--- src/rtl/clk_gate_ctrl.sv ---
// Clock-gating enable controller: gates after a programmable idle run,
// re-enables on activity and flags ready once the gated domain settles.
module clk_gate_ctrl #(
  parameter int CW          = 8,
  parameter int WAKE_CYCLES = 2
) (
  input  logic          clk,
  input  logic          reset,
  input  logic          busy,
  input  logic          wake,
  input  logic          force_on,
  input  logic [CW-1:0] idle_cycles,
  output logic          clk_en,
  output logic          ready,
  output logic          gated
);

  typedef enum logic [1:0] {
    ST_WAKE  = 2'd0,
    ST_ON    = 2'd1,
    ST_GATED = 2'd2
  } state_t;

  localparam logic [7:0] LP_WAKE_LAST = 8'(WAKE_CYCLES - 1);

  state_t        r_state;
  logic [CW-1:0] r_idle_cnt;
  logic [7:0]    r_wake_cnt;

  logic          w_act;
  logic [CW:0]   w_idle_inc;
  logic          w_thr_hit;

  assign w_act      = busy | wake | force_on;
  assign w_idle_inc = {1'b0, r_idle_cnt} + {{CW{1'b0}}, 1'b1};
  assign w_thr_hit  = (idle_cycles != '0) &&
                      (w_idle_inc >= {1'b0, idle_cycles});

  // Outputs are set together with the state they belong to, so they
  // only ever move right after a posedge or on reset.
  always_ff @(posedge clk or posedge reset) begin
    if (reset) begin
      r_state    <= ST_WAKE;
      r_idle_cnt <= '0;
      r_wake_cnt <= '0;
      clk_en     <= 1'b1;
      ready      <= 1'b0;
      gated      <= 1'b0;
    end else begin
      unique case (r_state)
        ST_ON: begin
          if (w_act) begin
            r_idle_cnt <= '0;
          end else if (w_thr_hit) begin
            r_state    <= ST_GATED;
            r_idle_cnt <= '0;
            clk_en     <= 1'b0;
            ready      <= 1'b0;
            gated      <= 1'b1;
          end else if (r_idle_cnt != '1) begin
            r_idle_cnt <= r_idle_cnt + 1'b1;
          end
        end
        ST_GATED: begin
          r_idle_cnt <= '0;
          if (w_act) begin
            r_state    <= ST_WAKE;
            r_wake_cnt <= '0;
            clk_en     <= 1'b1;
            ready      <= 1'b0;
            gated      <= 1'b0;
          end
        end
        ST_WAKE: begin
          r_idle_cnt <= '0;
          if (r_wake_cnt == LP_WAKE_LAST) begin
            r_state    <= ST_ON;
            r_wake_cnt <= '0;
            clk_en     <= 1'b1;
            ready      <= 1'b1;
            gated      <= 1'b0;
          end else begin
            r_wake_cnt <= r_wake_cnt + 1'b1;
          end
        end
        default: begin
          r_state    <= ST_WAKE;
          r_idle_cnt <= '0;
          r_wake_cnt <= '0;
          clk_en     <= 1'b1;
          ready      <= 1'b0;
          gated      <= 1'b0;
        end
      endcase
    end
  end

endmodule

--- config.mk ---
export PLATFORM = sky130hd
export DESIGN_NAME = clk_gate_ctrl
export DESIGN_NICKNAME = d
export VERILOG_FILES = /design/src/rtl/clk_gate_ctrl.sv
export SDC_FILE = /design/constraint.sdc
export NUM_CORES = 1
export LEC_CHECK = 0
export ABC_AREA = 1
export BUFFER_PORTS_ARGS = -buffer_cell sky130_fd_sc_hd__buf_2
export CAP_MARGIN = 20
export CORE_MARGIN = 4
export CORE_UTILIZATION = 50
export DETAILED_ROUTE_END_ITERATION = 8
export HOLD_SLACK_MARGIN = 0.06
export MAX_ROUTING_LAYER = met4
export PLACE_DENSITY = 0.74
export SETUP_SLACK_MARGIN = 0.1
export SYNTH_ARGS = -nofsm -noshare
export SYNTH_HDL_FRONTEND = slang
export SYNTH_SLANG_ARGS = --single-unit
--- constraint.sdc ---
create_clock -name clk -period 3.9 [get_ports clk]
set_input_delay 0.585 -clock clk [delete_from_list [all_inputs] [get_ports clk]]
set_output_delay 0.585 -clock clk [all_outputs]
set_load 0.01 [all_outputs]
After elaboration in Yosys (flattened, before gate mapping)
Cells that the tools add are included.

Input bits: 13. Register bits: 21. Word-level logic and storage cells: 50. Output and inout port bits: 3.

Bitwise operators: 3. Equality and inequality tests: 9. Multiplexer cells: 23. Reduce and logical (&&, ||, !) cells: 5. Order comparisons: 1. $add $sub $neg: 3.

Operator list (count): 8-bit two-way mux (6); 8-bit one-hot mux with 3 select lines (1); 8-bit by 1-bit adder with 8-bit output, second input constant (2); 8-bit by 1-bit adder with 9-bit output, second input constant (1); 9-bit by 8-bit >= comparator with 1-bit output (1); 1-bit one-hot mux with 3 select lines (3); 8-bit by 1-bit equality test with 1-bit output, second input constant (1); 1-bit two-way mux (8); 2-bit two-way mux (4); 2-bit != test, second input constant (4); 8-bit != test, second input constant (1); 8-bit nonzero test (1); 2-bit one-hot mux with 3 select lines (1); 4-bit != test, second input constant (1); 4-bit AND reduction (1); 2-bit by 1-bit equality test with 1-bit output, second input constant (1); 2-bit equality test, second input constant (1); 2-bit zero test (1); 1-bit bitwise OR (2); 2-bit AND reduction (1); 1-bit logical AND (1); 1-bit inverter (1).

Logic depth before layout (Yosys ltp)
Word-level depth: 6. Gate-level depth with buffers: 19. Mapped depth without buffers: 19.

Least setup slack after synthesis
Ideal clock, no wire load.

Path kind: flip-flop to flip-flop. From: reg r_idle_cnt[0]. To: reg r_state[0]. Cell stages (with the launch flop): 20. Arrival time: 1.938 ns. Library setup time: 0.117 ns. Buffers on the path: 0. Clock period less this slack: 2.055 ns. Path slack: 1.845 ns. Required time: 3.783 ns. Path through: dfrtp_1 -> ha_1 -> nand2_1 -> nor2_2 -> xnor2_1 -> inv_1 -> ha_1 -> nand2_1 -> inv_1 -> nand3_1 -> nand3_1 -> nand2_1 -> nand2_1 -> nand2_1 -> nand2_1 -> nand2_1 -> nand2_4 -> nand2_1 -> nand2_1 -> nand2_1.

Longest elaborated chain between the ends: 5.

RTL lines: from (decl) (line 27) `logic [CW-1:0] r_idle_cnt;`; from (signal assigned) (line 61) `r_idle_cnt <= r_idle_cnt + 1'b1;`; 8-bit by 1-bit adder with 9-bit output (line 35) `assign w_idle_inc = {1'b0, r_idle_cnt} + {{CW{1'b0}}, 1'b1};`; 9-bit by 8-bit >= comparator with 1-bit output (line 37) `(w_idle_inc >= {1'b0, idle_cycles});`; 1-bit logical AND (line 36) `assign w_thr_hit = (idle_cycles != '0) &&`; 2-bit != test (no source line); 4-bit AND reduction (no source line); to (signal assigned) (line 43) `r_state <= ST_WAKE;`; to (signal assigned) (line 55) `r_state <= ST_GATED;`; to (signal assigned) (line 67) `r_state <= ST_WAKE;`; to (decl) (line 26) `state_t r_state;`.

No other way between the ends. A chain may end at the register's enable or synchronous reset.

Final worst setup path
Same ends and word-level chain as after synthesis.

==> results.py <==
metrics = {
    "global_routing": {
        "grt_pass1_wl_um": 4540,
        "antenna_found_initial": 0,
        "track_usage_pct": 17.0,
        "grt_pass1_vias": 1085,
        "globalRoute.totalOverflow": 0,
        "grt_start_max_net_pins": 20,
    },
    "cells_and_area": {
        "n_fill_cell": 220,
        "final_common_cell": "nand2_1",
        "layout.nets": 211,
        "final_cell_mix": "33 x nand2_1, 30 x inv_1, 20 x nor2_1, 18 x dfrtp_1, 15 x buf_2",
        "multi_input_area_sq_um": 703,
        "area_growth_pct": 10.6,
        "layout-drive-gt1-share_pct": 16.7,
        "final-seq-area_sq_um": 477,
        "instances_no_fill": 216,
        "antenna_cells": 0,
    },
    "critical_path": {
        "cp_cell_sequence": "ha_1 > nand2_1 > nor2_2 > xnor2_1 > inv_1 > ha_1 > nand2_1 > inv_1 > nand3_1 > nand3_1 > nand2_1 > nand2_1 > nand2_1 > nand2_1 > nand2_1 > nand2_4 > nand2_1 > nand2_1 > nand2_1",
        "crit_path_max_incr_delay_ps": 430,
        "critPathKind": "register to register",
        "cpMostUsedCell": "nand2_1",
        "path_delay_family": "simple AND/OR/NAND/NOR gates",
        "worstPathArrival_ps": 2560,
        "crit_slowest_cell": "dfrtp_1",
        "critical_path.startpoint_type": "register",
        "crit_buf_inv": 2,
        "critPathRequiredTime_ps": 4090,
        "crit_fanout": 10,
        "end_kind": "register",
    },
    "synthesis": {
        "synthAdderAreaFrac_pct": 10.5,
        "synth_compound_area_share_pct": 7.57,
        "synth.ff_latch_count": 19,
        "synth_mux_area_share_pct": 0,
        "synth_top_family_by_area": "simple AND/OR/NAND/NOR gates",
        "synth.net_count": 191,
        "syn_area_sq_um": 1310,
        "synth-seq-area-share_pct": 36.5,
        "synth_xor_area_share_pct": 5.36,
        "synth_top_area_share_pct": 34.5,
        "synth_simple_gate_area_share_pct": 30.4,
        "synth_cell_type_count": 25,
        "synth_area_leaders": "dfrtp_1 34%, ha_1 11%, nand2_1 9.5%",
        "avgSynthCellArea_sq_um": 7.82,
        "syn_inst": 167,
        "synth_warnings": 0,
        "synth.largest_area_cell": "dfrtp_1",
    },
    "power": {
        "finalPower_uw": 688,
        "leakage_uw": 0.000775,
        "p_per_area_nw_per_um2": 476,
        "ir_drop_mv": 0.446,
    },
    "flow_run": {
        "drv_cap": 0,
    },
    "drt": {
        "first_iter_violations": 43,
        "ant_nets": 0,
        "vias": 1091,
        "route.detailed.drc": 0,
        "drtPass1Iterations": 4,
        "avgRoutedWirePerCell_um": 11.6,
        "vias_per_cell": 5.05,
        "wl_um": 2510,
    },
    "sta": {
        "slew_headroom_pct": 52.2,
        "period_minus_slack_ps": 2370,
        "timing.hold.ws_ps": 397,
        "hold_viol": 0,
        "finalCritPeriodShare_pct": 60.9,
        "fin_ws_ps": 1530,
        "rsz0062_at_grt": "no",
        "final.setup.tns_ps": 0,
        "max_freq_ghz": 0.421,
        "tightest_slew_ps": 716,
        "setup-violations-final": 0,
        "finClkSkew_ps": 1.83,
        "drv_slew": 0,
    },
    "floorplanning": {
        "start_util_pct": 52.7,
        "coreArea_sq_um": 2480,
        "dieHeight_um": 59.1,
        "die-area_sq_um": 3490,
        "die_x_um": 59.1,
        "num_io_pins": 16,
        "rows": 18,
    },
    "place": {
        "numPortBuffers": 15,
        "gp_congestion": 0.796,
        "dp_hpwl_um": 2040,
        "dp_cells": 212,
        "place_ws_ps": 1550,
    },
    "clocking": {
        "cts_tree": "built",
        "post_cts_resized": 0,
        "clock_latency_ps": 280,
        "cts_buffer_depth": 2,
        "clock-root-buffer": "clkbuf_4",
        "cts_max_level": 1,
        "cts_hold_buf": 0,
        "clkTransAtPathRegs_ps": 110,
        "post-cts-setup-buffers": 0,
        "cts_num_sinks": 19,
        "cts_buffers": 3,
    },
    "min_path": {
        "hp-class": "primary input to asynchronous set/reset pin",
    },
    "outcome": {
        "status": "completed",
    },
}
## layer usage
layer / part of all wire [%] / track usage, % / vias up / routed length (um)
li1: - / - / 570 / -
met1: 50 / 23.0 / 504 / 1270
met2: 46 / 27.1 / 15 / 1160
met3: 2.7 / 2.18 / 2 / 68
met4: 0.68 / 3.88 / 0 / 17
met5: 0 / - / - / 0
## cells in the mapped netlist, drive strengths merged
master,n
nor3,4
nand2,36
ha,11
nor4,3
a221oi,1
xor2,6
xnor2,2
nand3b,1
nor2,21
a21oi,4
nand4,4
inv,33
o21ai,9
nand3,10
dfrtp,18
o22ai,3
dfstp,1
## sequential cells by signal, summed over array words and instances, names as in the netlist
signal / count
r_wake_cnt: 8
gated: 1
r_state: 1
r_idle_cnt: 8
clk_en: 1
## report_power, final
group	total [uW]	switching (uW)	internal, uW
registers	285	42.9	242
logic	305	203	103
clock network	98.0	58.3	39.7
## area by class of cell
class / instances / share of cell area (%)
flip-flops and latches: 19 / 33.0
inverters: 33 / 8.74
multi-input cells: 115 / 48.7
clock buffers: 4 / 1.82
well taps: 30 / 2.60
repair buffers: 15 / 5.19
## metrics by stage
| stage | utilization (%) | instance area [sq um] |
|---|---|---|
| after detailed placement | 57.3 | 1420 |
| after global routing | 58.3 | 1450 |
| after CTS | 58.3 | 1450 |
| after global placement | 57.3 | 1420 |
| final | 58.3 | 1450 |
| after floorplan | - | 1310 |
## logic make-up (layout without fill, tap and decap cells)
group | count (synthesis) | in the layout
buf+inv | 33 | 52
simple gates | 79 | 79
xor+xnor | 8 | 8
compound gates | 17 | 17
flops | 19 | 19
fa+ha+maj | 11 | 11
## final timing paths
path                                      startpoint                         to  slack (ps)  cells past startpoint
max                        r_idle_cnt[0]$_DFFE_PP0P_     r_state[0]$_DFFE_PP0P_        1530                     19
max reg2reg                r_idle_cnt[0]$_DFFE_PP0P_     r_state[0]$_DFFE_PP0P_        1530                     19
min reg2reg                       clk_en$_DFFE_PP1P_         clk_en$_DFFE_PP1P_         480                      2
min in group clk                  clk_en$_DFFE_PP1P_         clk_en$_DFFE_PP1P_         480                      2
max in group asynchronous                      reset     r_state[0]$_DFFE_PP0P_        3060                      2
min                                            reset  r_wake_cnt[2]$_DFFE_PP0P_         400                      2
Note: power is estimated with default switching activity, not from simulation.
